File: src/rtl/fp_divide_iterative_if.sv
// fp_divide_iterative handshake bundle and rounding encodings.
// Master drives operands; slave returns the result and flags.
package fp_pkg;
  localparam logic [2:0] RNE = 3'b000;
  localparam logic [2:0] RTZ = 3'b001;
  localparam logic [2:0] RDN = 3'b010;
  localparam logic [2:0] RUP = 3'b011;
  localparam logic [2:0] RMM = 3'b100;
endpackage

interface fp_divide_iterative_if;
  logic        valid_data_in;
  logic [31:0] in1;
  logic [31:0] in2;
  logic [2:0]  rounding_mode;
  logic        ready;
  logic [31:0] out;
  logic        overflow;
  logic        underflow;
  logic        inexact;
  logic        invalid_operation;
  logic        divide_by_zero;
  logic        valid_data_out;

  modport master (
    output valid_data_in, in1, in2, rounding_mode,
    input  ready, out, overflow, underflow, inexact,
    input  invalid_operation, divide_by_zero, valid_data_out
  );

  modport slave (
    input  valid_data_in, in1, in2, rounding_mode,
    output ready, out, overflow, underflow, inexact,
    output invalid_operation, divide_by_zero, valid_data_out
  );
endinterface

File: src/rtl/fp_divide_iterative.sv
// Single-precision divider, radix-2 restoring, one op in flight.
// Denormals flush to zero; specials bypass the iteration.
module fp_divide_iterative
  import fp_pkg::*;
(
  input  logic clk,
  input  logic rst_n,
  fp_divide_iterative_if.slave bus
);

  typedef enum logic [1:0] {IDLE, DIVIDE, ROUND} state_t;
  state_t state_q, state_d;

  logic [7:0]  e1, e2;
  logic [22:0] m1, m2;
  logic        z1, z2, i1, i2, qn1, qn2, sn1, sn2, d1, d2;
  logic        sgn, acc;

  assign e1  = bus.in1[30:23];
  assign e2  = bus.in2[30:23];
  assign m1  = bus.in1[22:0];
  assign m2  = bus.in2[22:0];
  assign z1  = e1 == 8'h00;
  assign z2  = e2 == 8'h00;
  assign d1  = z1 & (m1 != 23'd0);
  assign d2  = z2 & (m2 != 23'd0);
  assign i1  = (e1 == 8'hFF) & (m1 == 23'd0);
  assign i2  = (e2 == 8'hFF) & (m2 == 23'd0);
  assign qn1 = (e1 == 8'hFF) & m1[22];
  assign qn2 = (e2 == 8'hFF) & m2[22];
  assign sn1 = (e1 == 8'hFF) & ~m1[22] & (m1 != 23'd0);
  assign sn2 = (e2 == 8'hFF) & ~m2[22] & (m2 != 23'd0);
  assign sgn = bus.in1[31] ^ bus.in2[31];
  assign acc = bus.valid_data_in & (state_q == IDLE);

  logic        sp, sp_inv, sp_dbz;
  logic [31:0] sp_res;

  always_comb begin
    sp     = 1'b1;
    sp_res = 32'd0;
    sp_inv = 1'b0;
    sp_dbz = 1'b0;
    if (qn1) sp_res = bus.in1;
    else if (qn2) sp_res = bus.in2;
    else if (sn1 | sn2) begin
      sp_res = (sn1 ? bus.in1 : bus.in2) | 32'h0040_0000;
      sp_inv = 1'b1;
    end else if ((z1 & z2) | (i1 & i2)) begin
      sp_res = 32'h7FC0_0000;
      sp_inv = 1'b1;
    end else if (i1) sp_res = {sgn, 31'h7F80_0000};
    else if (z2) begin
      sp_res = {sgn, 31'h7F80_0000};
      sp_dbz = 1'b1;
    end else if (i2 | z1) sp_res = {sgn, 31'd0};
    else sp = 1'b0;
  end

  logic               sign_q, den_q, is_sp_q, inv_q, dbz_q;
  logic [2:0]         rm_q;
  logic signed [9:0]  exp_q;
  logic [24:0]        rem_q;
  logic [23:0]        div_q;
  logic [26:0]        q_q;
  logic [4:0]         cnt_q;
  logic [31:0]        sp_res_q;

  logic        ge;
  logic [24:0] rem_sub;
  assign ge      = rem_q >= {1'b0, div_q};
  assign rem_sub = ge ? rem_q - {1'b0, div_q} : rem_q;

  logic              norm, g, r, s, up;
  logic [22:0]       mant;
  logic [23:0]       sum;
  logic signed [9:0] exp_r;
  logic              ovf, unf;
  logic [31:0]       ovf_res;

  assign norm  = q_q[26];
  assign mant  = norm ? q_q[25:3] : q_q[24:2];
  assign g     = norm ? q_q[2] : q_q[1];
  assign r     = norm ? q_q[1] : q_q[0];
  assign s     = (norm & q_q[0]) | (rem_q != 25'd0);
  assign sum   = {1'b0, mant} + {23'd0, up};
  assign exp_r = exp_q - {9'd0, ~norm} + {9'd0, sum[23]};
  assign ovf   = exp_r > 10'sd254;
  assign unf   = exp_r <= 10'sd0;

  always_comb begin
    up = 1'b0;
    unique case (rm_q)
      RNE:     up = g & (r | s | mant[0]);
      RDN:     up = sign_q & (g | r | s);
      RUP:     up = ~sign_q & (g | r | s);
      RMM:     up = g;
      default: up = 1'b0;
    endcase
  end

  always_comb begin
    ovf_res = {sign_q, 31'h7F80_0000};
    unique case (rm_q)
      RTZ:     ovf_res = {sign_q, 31'h7F7F_FFFF};
      RDN:     ovf_res = sign_q ? 32'hFF80_0000 : 32'h7F7F_FFFF;
      RUP:     ovf_res = sign_q ? 32'hFF7F_FFFF : 32'h7F80_0000;
      default: ovf_res = {sign_q, 31'h7F80_0000};
    endcase
  end

  always_comb begin
    state_d = state_q;
    unique case (state_q)
      IDLE:    if (acc) state_d = sp ? ROUND : DIVIDE;
      DIVIDE:  if (cnt_q == 5'd0) state_d = ROUND;
      ROUND:   state_d = IDLE;
      default: state_d = IDLE;
    endcase
  end

  always_ff @(posedge clk or negedge rst_n) begin
    if (!rst_n) state_q <= IDLE;
    else        state_q <= state_d;
  end

  logic [31:0] out_q;
  logic        ovf_q, unf_q, inx_q, inv_o_q, dbz_o_q, vld_q;

  always_ff @(posedge clk or negedge rst_n) begin
    if (!rst_n) begin
      sign_q   <= 1'b0;
      den_q    <= 1'b0;
      is_sp_q  <= 1'b0;
      inv_q    <= 1'b0;
      dbz_q    <= 1'b0;
      rm_q     <= 3'd0;
      exp_q    <= 10'sd0;
      rem_q    <= 25'd0;
      div_q    <= 24'd0;
      q_q      <= 27'd0;
      cnt_q    <= 5'd0;
      sp_res_q <= 32'd0;
      out_q    <= 32'd0;
      ovf_q    <= 1'b0;
      unf_q    <= 1'b0;
      inx_q    <= 1'b0;
      inv_o_q  <= 1'b0;
      dbz_o_q  <= 1'b0;
      vld_q    <= 1'b0;
    end else begin
      vld_q <= 1'b0;
      unique case (state_q)
        IDLE: if (acc) begin
          sign_q   <= sgn;
          rm_q     <= (bus.rounding_mode > RMM) ? RTZ : bus.rounding_mode;
          exp_q    <= $signed({2'b00, e1}) - $signed({2'b00, e2}) + 10'sd127;
          rem_q    <= {2'b01, m1};
          div_q    <= {1'b1, m2};
          q_q      <= 27'd0;
          cnt_q    <= 5'd26;
          den_q    <= d1 | d2;
          is_sp_q  <= sp;
          sp_res_q <= sp_res;
          inv_q    <= sp_inv;
          dbz_q    <= sp_dbz;
        end
        DIVIDE: begin
          rem_q <= {rem_sub[23:0], 1'b0};
          q_q   <= {q_q[25:0], ge};
          cnt_q <= cnt_q - 5'd1;
        end
        ROUND: begin
          vld_q   <= 1'b1;
          inv_o_q <= is_sp_q & inv_q;
          dbz_o_q <= is_sp_q & dbz_q;
          if (is_sp_q) begin
            out_q <= sp_res_q;
            ovf_q <= 1'b0;
            unf_q <= den_q;
            inx_q <= 1'b0;
          end else if (ovf) begin
            out_q <= ovf_res;
            ovf_q <= 1'b1;
            unf_q <= 1'b0;
            inx_q <= 1'b1;
          end else if (unf) begin
            out_q <= {sign_q, 31'd0};
            ovf_q <= 1'b0;
            unf_q <= 1'b1;
            inx_q <= 1'b1;
          end else begin
            out_q <= {sign_q, exp_r[7:0], sum[22:0]};
            ovf_q <= 1'b0;
            unf_q <= 1'b0;
            inx_q <= g | r | s | den_q;
          end
        end
        default: ;
      endcase
    end
  end

  assign bus.ready             = state_q == IDLE;
  assign bus.out               = out_q;
  assign bus.overflow          = ovf_q;
  assign bus.underflow         = unf_q;
  assign bus.inexact           = inx_q;
  assign bus.invalid_operation = inv_o_q;
  assign bus.divide_by_zero    = dbz_o_q;
  assign bus.valid_data_out    = vld_q;

endmodule

File: src/flat_wrapper.sv
// flat-port wrapper written by rule: the top's interface ports become plain ports
module fp_divide_iterative_flat import fp_pkg::*;
  (clk, rst_n, bus_valid_data_in, bus_in1, bus_in2, bus_rounding_mode, bus_ready, bus_out, bus_overflow, bus_underflow, bus_inexact, bus_invalid_operation, bus_divide_by_zero, bus_valid_data_out);
  fp_divide_iterative_if bus_i ();
  input  logic clk;
  input  logic rst_n;
  input wire logic [$bits(bus_i.valid_data_in)-1:0] bus_valid_data_in;
  input wire logic [$bits(bus_i.in1)-1:0] bus_in1;
  input wire logic [$bits(bus_i.in2)-1:0] bus_in2;
  input wire logic [$bits(bus_i.rounding_mode)-1:0] bus_rounding_mode;
  output wire logic [$bits(bus_i.ready)-1:0] bus_ready;
  output wire logic [$bits(bus_i.out)-1:0] bus_out;
  output wire logic [$bits(bus_i.overflow)-1:0] bus_overflow;
  output wire logic [$bits(bus_i.underflow)-1:0] bus_underflow;
  output wire logic [$bits(bus_i.inexact)-1:0] bus_inexact;
  output wire logic [$bits(bus_i.invalid_operation)-1:0] bus_invalid_operation;
  output wire logic [$bits(bus_i.divide_by_zero)-1:0] bus_divide_by_zero;
  output wire logic [$bits(bus_i.valid_data_out)-1:0] bus_valid_data_out;
  assign bus_i.valid_data_in = bus_valid_data_in;
  assign bus_i.in1 = bus_in1;
  assign bus_i.in2 = bus_in2;
  assign bus_i.rounding_mode = bus_rounding_mode;
  assign bus_ready = bus_i.ready;
  assign bus_out = bus_i.out;
  assign bus_overflow = bus_i.overflow;
  assign bus_underflow = bus_i.underflow;
  assign bus_inexact = bus_i.inexact;
  assign bus_invalid_operation = bus_i.invalid_operation;
  assign bus_divide_by_zero = bus_i.divide_by_zero;
  assign bus_valid_data_out = bus_i.valid_data_out;
  fp_divide_iterative u_core (.clk(clk), .rst_n(rst_n), .bus(bus_i));
endmodule
File: config.mk
export PLATFORM = sky130hd
export DESIGN_NAME = fp_divide_iterative_flat
export DESIGN_NICKNAME = d
export VERILOG_FILES = /design/src/rtl/fp_divide_iterative_if.sv /design/src/rtl/fp_divide_iterative.sv /design/src/flat_wrapper.sv
export SDC_FILE = /design/constraint.sdc
export NUM_CORES = 1
export LEC_CHECK = 0
export ABC_CLOCK_PERIOD_IN_PS = 6500
export BUFFER_PORTS_ARGS = -buffer_cell sky130_fd_sc_hd__buf_2
export CAP_MARGIN = 20
export CORE_ASPECT_RATIO = 0.75
export CORE_UTILIZATION = 61
export CTS_CLUSTER_SIZE = 24
export DETAILED_ROUTE_END_ITERATION = 10
export HOLD_SLACK_MARGIN = 0.1
export PLACE_DENSITY = 0.82
export SLEW_MARGIN = 5
export SYNTH_ARGS = -nofsm -noshare
export SYNTH_HDL_FRONTEND = slang
export SYNTH_SLANG_ARGS = --single-unit
export TNS_END_PERCENT = 10
File: constraint.sdc
create_clock -name clk -period 6.5 [get_ports clk]
set_input_delay 1.3 -clock clk [delete_from_list [all_inputs] [get_ports clk]]
set_output_delay 1.3 -clock clk [all_outputs]
set_load 0.01 [all_outputs]
-- Word level (Yosys, flattened, before mapping)
Cells that the tools add are included.
- $add $sub $neg: 7
- magnitude comparators: 4
- equality and inequality tests: 10
- multiplexer cells: 56
- bitwise operators: 34
- reduce and logical (&&, ||, !) cells: 14
- operators with widths (operator ; count):
    32-bit 2-to-1 mux ; 12
    32-bit case mux with 3 select lines ; 1
    27-bit case mux with 2 select lines ; 1
    25-bit case mux with 2 select lines ; 1
    23-bit logical NOT ; 2
    23-bit nonzero test ; 2
    31-bit 2-to-1 mux ; 1
    1-bit 2-to-1 mux ; 28
    27-bit 2-to-1 mux ; 1
    25-bit by 24-bit >= comparator with 1-bit output ; 1
    25-bit 2-to-1 mux ; 1
    25-bit nonzero test ; 1
    23-bit by 1-bit adder with 24-bit output ; 1
    24-bit 2-to-1 mux ; 1
    24-bit subtractor ; 1
    23-bit 2-to-1 mux ; 1
    1-bit AND ; 19
    8-bit equality test (second input constant) ; 2
    8-bit logical NOT ; 2
    10-bit by 1-bit adder with 10-bit output ; 1
    10-bit by 8-bit adder with 10-bit output (second input constant) ; 1
    10-bit by 9-bit > comparator with 1-bit output (second input constant) ; 1
    10-bit by 1-bit <= comparator with 1-bit output (second input constant) ; 1
    1-bit OR ; 10
    other kinds (23) ; 32
- bits in registers: 171
- input bits: 70
- output and inout bits: 39
- logic and storage cells: 145

-- Depth between registers and ports, before layout
- depth after elaboration: 13
- gate-level depth with buffers: 23
- gate-level depth less buffers: 22

-- Worst setup path before layout
No wires, ideal clock.
- path kind: flip-flop to flip-flop
- start: reg u_core.q_q[26]
- end: reg u_core.out_q[16], in the netlist u_core.bus.out[16]
- library setup time: 0.077 ns
- data arrival time: 5.039 ns
- required time: 6.423 ns
- slack: 1.384 ns
- stages on the path, launching flop included: 24
- path buffers: 3
- period minus slack after synthesis: 5.116 ns
- cells stage by stage: dfrtp_1 > buf_2 > buf_1 > mux2_2 > o31ai_1 > a21oi_1 > ha_1 > and4_1 > nand4_1 > nor3b_1 > and3_1 > and3_1 > ha_1 > inv_1 > fa_1 > nor2b_4 > o211a_1 > or4b_4 > and4b_4 > a41o_4 > nor3b_4 > buf_6 > o211ai_1 > a21oi_1
- longest elaborated chain between the ends: 12
- elaborated cells on any way between the ends: 22
- those cells by class: add/sub: 3; order compare: 2; mux: 7; bitwise: 10
- RTL lines (what ; RTL line ; source):
    from (decl) ; fp_divide_iterative.sv:65 ; logic [26:0] q_q;
    from (signal assigned) ; fp_divide_iterative.sv:170 ; q_q <= {q_q[25:0], ge};
    1-bit AND ; fp_divide_iterative.sv:85 ; assign s = (norm & q_q[0]) | (rem_q != 25'd0);
    1-bit OR ; fp_divide_iterative.sv:85 ;
    1-bit OR (2 in a row) ; fp_divide_iterative.sv:94 ; RNE: up = g & (r | s | mant[0]);
    1-bit AND ; fp_divide_iterative.sv:94 ;
    1-bit case mux with 4 select lines ; fp_divide_iterative.sv:93 ; unique case (rm_q)
    23-bit by 1-bit adder with 24-bit output ; fp_divide_iterative.sv:86 ; assign sum = {1'b0, mant} + {23'd0, up};
    10-bit by 1-bit adder with 10-bit output ; fp_divide_iterative.sv:87 ; assign exp_r = exp_q - {9'd0, ~norm} + {9'd0, sum[23]};
    10-bit by 1-bit <= comparator with 1-bit output ; fp_divide_iterative.sv:89 ; assign unf = exp_r <= 10'sd0;
    31-bit 2-to-1 mux ; fp_divide_iterative.sv:187 ; end else if (unf) begin
    32-bit 2-to-1 mux * ; fp_divide_iterative.sv:182 ; end else if (ovf) begin
    32-bit 2-to-1 mux * ; fp_divide_iterative.sv:177 ; if (is_sp_q) begin
    to (signal assigned) ; fp_divide_iterative.sv:178 ; out_q <= sp_res_q;
    to (signal assigned) ; fp_divide_iterative.sv:183 ; out_q <= ovf_res;
    to (signal assigned) ; fp_divide_iterative.sv:188 ; out_q <= {sign_q, 31'd0};
    to (decl) ; fp_divide_iterative.sv:127 ; logic [31:0] out_q;
Every way passes the cells marked *; elsewhere a longest branch is shown, timed or not.
A chain may end at the register's enable or synchronous reset.

-- Worst setup path in the final report
- start: reg u_core.rem_q[6]
- end: reg u_core.inx_q, in the netlist u_core.bus.inexact
- longest elaborated chain between the ends: 12
- elaborated cells on any way between the ends: 17
- those cells by class: add/sub: 2; order compare: 2; mux: 4; bitwise: 8; reduce/logical: 1
- RTL lines (what ; RTL line ; source):
    from (decl) ; fp_divide_iterative.sv:63 ; logic [24:0] rem_q;
    from (signal assigned) ; fp_divide_iterative.sv:158 ; rem_q <= {2'b01, m1};
    from (signal assigned) ; fp_divide_iterative.sv:169 ; rem_q <= {rem_sub[23:0], 1'b0};
    25-bit nonzero test * ; fp_divide_iterative.sv:85 ;
    1-bit OR * ; fp_divide_iterative.sv:85 ;
    1-bit OR (2 in a row) ; fp_divide_iterative.sv:94 ;
    1-bit AND ; fp_divide_iterative.sv:94 ;
    1-bit case mux with 4 select lines ; fp_divide_iterative.sv:93 ;
    23-bit by 1-bit adder with 24-bit output ; fp_divide_iterative.sv:86 ;
    10-bit by 1-bit adder with 10-bit output ; fp_divide_iterative.sv:87 ;
    10-bit by 1-bit <= comparator with 1-bit output ; fp_divide_iterative.sv:89 ;
    1-bit 2-to-1 mux ; fp_divide_iterative.sv:187 ;
    1-bit 2-to-1 mux * ; fp_divide_iterative.sv:182 ;
    1-bit 2-to-1 mux * ; fp_divide_iterative.sv:177 ;
    to (signal assigned) ; fp_divide_iterative.sv:196 ; inx_q <= g | r | s | den_q;
    to (decl) ; fp_divide_iterative.sv:128 ; logic ovf_q, unf_q, inx_q, inv_o_q, dbz_o_q, vld_q;
Marks and branches as above.

==> impl_metrics.csv <==
group,metric,value,unit
pwr,irDropWorstVdd,0.355,mV
synthesis,async_flop_share,100,%
min_path,hp-class,"reg -> reg",
pwr,power_density,554,mW/mm²
floorplan,die-width,159,µm
drt,vias,10100,
timing,tightest_slew,0.870,ns
grt,antenna_found_initial,0,
setup_path,reg2reg_depth,23,
setup_path,r2r_end,"u_core.bus.inexact",
pwr,p_clk_share,17.0,%
timing,post-route-period-util,90.7,%
pwr,switchingPower,3.09,mW
setup_path,crit_buf_inv,2,
grt,grt-busiest-layer,"met1",
pwr,p_int,3.84,mW
finish,regArea,0.00428,mm²
floorplan,die_y,119,µm
setup_path,worstPathRequired,6.81,ns
floorplan,die-area,0.0189,mm²
synthesis,synth_warnings,0,
drt,drt-pass1-iter-count,6,
drt,drtIter0Drc,1226,
setup_path,critical_path_class,"reg -> reg",
finish,drive_gt1_share,13.2,%
drt,drt_wl_total,30.4,mm
cts,cts_tree,"built",
timing,slew_viol_final,0,
pwr,leakage,5.65,nW
run,cap_violations,0,
floorplan,ios,109,
finish,antennaDiodeCount,0,
setup_path,crit_path_top_delay_cell,"or4_1",
setup_path,endpoint,"u_core.bus.inexact",
floorplan,rows,42,
synthesis,syn-instance-count,1316,
grt,grtUsageMet1,52.1,%
synthesis,synth_edf_count,0,
cts,clock_latency,0.43,ns
setup_path,start_kind,"flip-flop",
setup_path,crit_arrival,6.21,ns
pwr,pwr-share-comb,55.7,%
setup_path,cp_cell_sequence,"or4_1, a2111oi_0, nand3_1, nor2_1, a21oi_1, ha_1, and4_1, nand4_1, nor3b_1, and3_1, and3_1, ha_1, inv_1, fa_1, nor2b_4, o211a_1, or4b_4, and4b_4, a41o_4, nor3b_4, buf_4, nand3_1, a22o_1",
cts,numClockSinks,171,
drt,antenna_left,0,
setup_path,end_kind,"flip-flop",
cts,ctsResizeCount,0,
synthesis,synth_area_per_cell,8.52,µm²
setup_path,path_delay_family,"simple AND/OR/NAND/NOR gates",
cts,clockBufferDepth,2,
setup_path,r2r-start,"u_core.rem_q[6]",
finish,nets,1498,
grt,use_met2,47.2,%
timing,fmax,170,MHz
min_path,whs_path_depth,2,
place,place_hpwl,21.5,mm
grt,met3_usage,6.00,%
timing,finalSetupTns,0,ns
setup_path,critPathMaxStageDelay,0.54,ns
run_status,status,"finished clean",
cts,clk_pin_slew,0.07,ns
grt,grt_pass1_wl,49.3,mm
timing,finalSetupViolations,0,
finish,n_fill_cell,1395,
timing,rsz0062_at_grt,"false",
grt,grt_max_degree,72,
synthesis,synth_fp_nets,1437,
cts,postCtsSetupRepairBufs,0,
cts,numCtsBuffers,17,
synthesis,ys_ff_latch,171,
timing,worst_slack,0.605,ns
setup_path,path_depth,23,
pwr,p_sw_share,44.6,%
synthesis,synth_top_area_share,38.2,%
place,preCtsSetupSlack,0.742,ns
synthesis,netlist_area,0.0112,mm²
finish,syn2layout_area_growth,11.6,%
setup_path,cp-startpoint,"u_core.rem_q[6]",
drt,post-route-drc-count,0,
timing,slew_headroom,42.0,%
finish,multiInputGateArea,0.00634,mm²
timing,hold_violations,0,
place,portBuffers,108,
place,gp_congestion,1.00,
floorplan,initial_utilization,62.9,%
pwr,p_seq_share,27.4,%
synthesis,yosysUniqueCellTypes,77,
synthesis,synth_top_cell_by_area,"dfrtp_1",
synthesis,synth-main-ff-cell,"dfrtp_1",
place,place_area,0.0118,mm²
grt,track_usage,33.6,%
cts,clockRootBuffer,"clkbuf_16",
timing,holdWs,0.467,ns
synthesis,ys_seq_area_share,38.2,%
timing,fin_skew,0.0105,ns
drt,via_per_inst,6.20,
synthesis,synth.area.top_cells,"dfrtp_1 (38%), o21ai_0 (6.9%), nand2_1 (6.3%)",
finish,finalInstanceArea,0.0125,mm²
grt,grt_pass1_vias,9195,
grt,grt-ovfl-total,0,
cts,htreeDepth,4,
floorplan,core,0.0178,mm²
setup_path,cp_max_fo,24,
drt,wl_per_cell,18.6,µm
setup_path,ff2ff_setup_slack,0.61,ns
timing,period_needed,5.89,ns
cts,ctsHoldBuffers,0,
==> stage by stage <==
| stage | total power, mW | util, % | std cells |
|---|---|---|---|
| floorplan | 4.79 | - | 1316 |
| global placement | 5.57 | 66.4 | 1600 |
| detailed placement | 5.65 | 66.4 | 1600 |
| CTS | 6.87 | 70.2 | 1631 |
| global route | 7.45 | 70.2 | 1631 |
| finish | 6.93 | 70.2 | 1631 |
==> worst register-to-register path, cell delays in order, from the launching register on <==
cell and delay, ns:
dfrtp_1 0.42, or4_1 0.54, a2111oi_0 0.34, nand3_1 0.12
nor2_1 0.29, a21oi_1 0.14, ha_1 0.26, and4_1 0.25
nand4_1 0.26, nor3b_1 0.15, and3_1 0.21, and3_1 0.20
ha_1 0.22, inv_1 0.08, fa_1 0.25, nor2b_4 0.06
o211a_1 0.23, or4b_4 0.52, and4b_4 0.23, a41o_4 0.26
nor3b_4 0.16, buf_4 0.29, nand3_1 0.11, a22o_1 0.20
==> sequential cells by signal (all words and copies together), names as in the netlist, 2 cells and up <==
register,flops
u_core.exp_q,10
u_core.bus.out,32
u_core.sp_res_q,32
u_core.rem_q,25
u_core.div_q,24
u_core.q_q,27
u_core.rm_q,3
u_core.cnt_q,5
u_core.state_q,2
==> how the worst min path moves through the flow <==
stage / from / to
2_1_floorplan: u_core.div_q[23] / u_core.div_q[23]
3_3_place_gp: u_core.div_q[23] / u_core.div_q[23]
3_5_place_dp: u_core.div_q[23] / u_core.div_q[23]
4_1_cts: u_core.bus.invalid_operation / u_core.bus.invalid_operation
5_1_grt: u_core.sp_res_q[6] / u_core.sp_res_q[6]
6_report: u_core.bus.divide_by_zero / u_core.bus.divide_by_zero
==> cells in the mapped netlist (5+ instances only) <==
| cell type | instances |
|---|---|
| nand2_1 | 189 |
| dfrtp_1 | 171 |
| o21ai_0 | 155 |
| a21oi_1 | 82 |
| inv_1 | 73 |
| mux2i_1 | 58 |
| clkbuf_1 | 57 |
| nor2_1 | 57 |
| nand3_1 | 50 |
| ha_1 | 48 |
| xnor2_1 | 42 |
| nand3b_1 | 29 |
| xor2_1 | 28 |
| and3_1 | 22 |
| nor4_1 | 20 |
| nor3_1 | 18 |
| a21o_1 | 16 |
| o211ai_1 | 16 |
| o21a_1 | 16 |
| nand4_1 | 13 |
| buf_2 | 8 |
| mux2_2 | 8 |
| nor2b_1 | 8 |
| buf_1 | 7 |
| a211oi_1 | 6 |
| a22oi_1 | 6 |
| o21bai_1 | 6 |
| o31ai_1 | 6 |
| or2_2 | 6 |
| a31oi_1 | 5 |
| nor3b_1 | 5 |
==> cells by family (layout without fill, tap and decap cells) <==
| logic type | after synthesis | after routing | share of synthesized area [%] |
|---|---|---|---|
| fa+ha+maj | 51 | 51 | 5.89 |
| flops | 171 | 171 | 38.2 |
| compound gates | 354 | 354 | 18.9 |
| mux | 66 | 66 | 5.98 |
| xor+xnor | 70 | 70 | 5.47 |
| simple gates | 452 | 452 | 20.1 |
| buf+inv | 152 | 225 | 5.43 |
==> layout make-up <==
class,instances,area share (%)
Clock buffer,21,3.68
Clock inverter,10,1.69
Inverter,73,2.19
Multi-Input combinational cell,993,50.7
Sequential cell,171,34.2
Tap cell,242,2.42
Timing Repair Buffer,121,5.15
==> layout by cell type (no fill, tap or decap), types with 5 or more instances in the layout <==
cell type | synthesis | routed
buf_4 | 3 | 13
a21o_1 | 16 | 16
dfrtp_1 | 171 | 171
xor2_1 | 28 | 28
or2_2 | 6 | 6
a22oi_1 | 6 | 6
nor4_1 | 20 | 20
nor2_1 | 57 | 55
o21a_1 | 16 | 16
nand2_1 | 189 | 188
a21oi_1 | 82 | 82
buf_2 | 8 | 107
nand3_1 | 50 | 50
and3_1 | 22 | 22
nand4_1 | 13 | 13
nand3b_1 | 29 | 29
ha_1 | 48 | 48
o21ai_0 | 155 | 155
o211ai_1 | 16 | 16
bufinv_16 | 0 | 6
nor2b_1 | 8 | 8
mux2_2 | 8 | 8
nor3b_1 | 5 | 5
xnor2_1 | 42 | 42
inv_1 | 73 | 73
o21bai_1 | 6 | 6
a31oi_1 | 5 | 5
a211oi_1 | 6 | 6
mux2i_1 | 58 | 58
nor3_1 | 18 | 18
o31ai_1 | 6 | 6
clkbuf_16 | 0 | 17
==> layer usage <==
layer | routed length, µm | vias to the layer above
met4 | 674 | 0
met5 | 0 | -
met2 | 12800 | 455
met1 | 14400 | 4817
met3 | 2620 | 56
li1 | - | 4790
==> power by group through the flow <==
| stage | registers (mW) | clock network, mW | logic [mW] |
|---|---|---|---|
| 6_report | 1.90 | 1.18 | 3.86 |
| 5_1_grt | 1.95 | 1.22 | 4.28 |
| 4_1_cts | 1.88 | 1.18 | 3.81 |
| 3_5_place_dp | 1.89 | 0 | 3.76 |
| 3_3_place_gp | 1.88 | 0 | 3.69 |
| 2_1_floorplan | 1.75 | 0 | 3.05 |
Note: power is estimated with default switching activity, not from simulation.
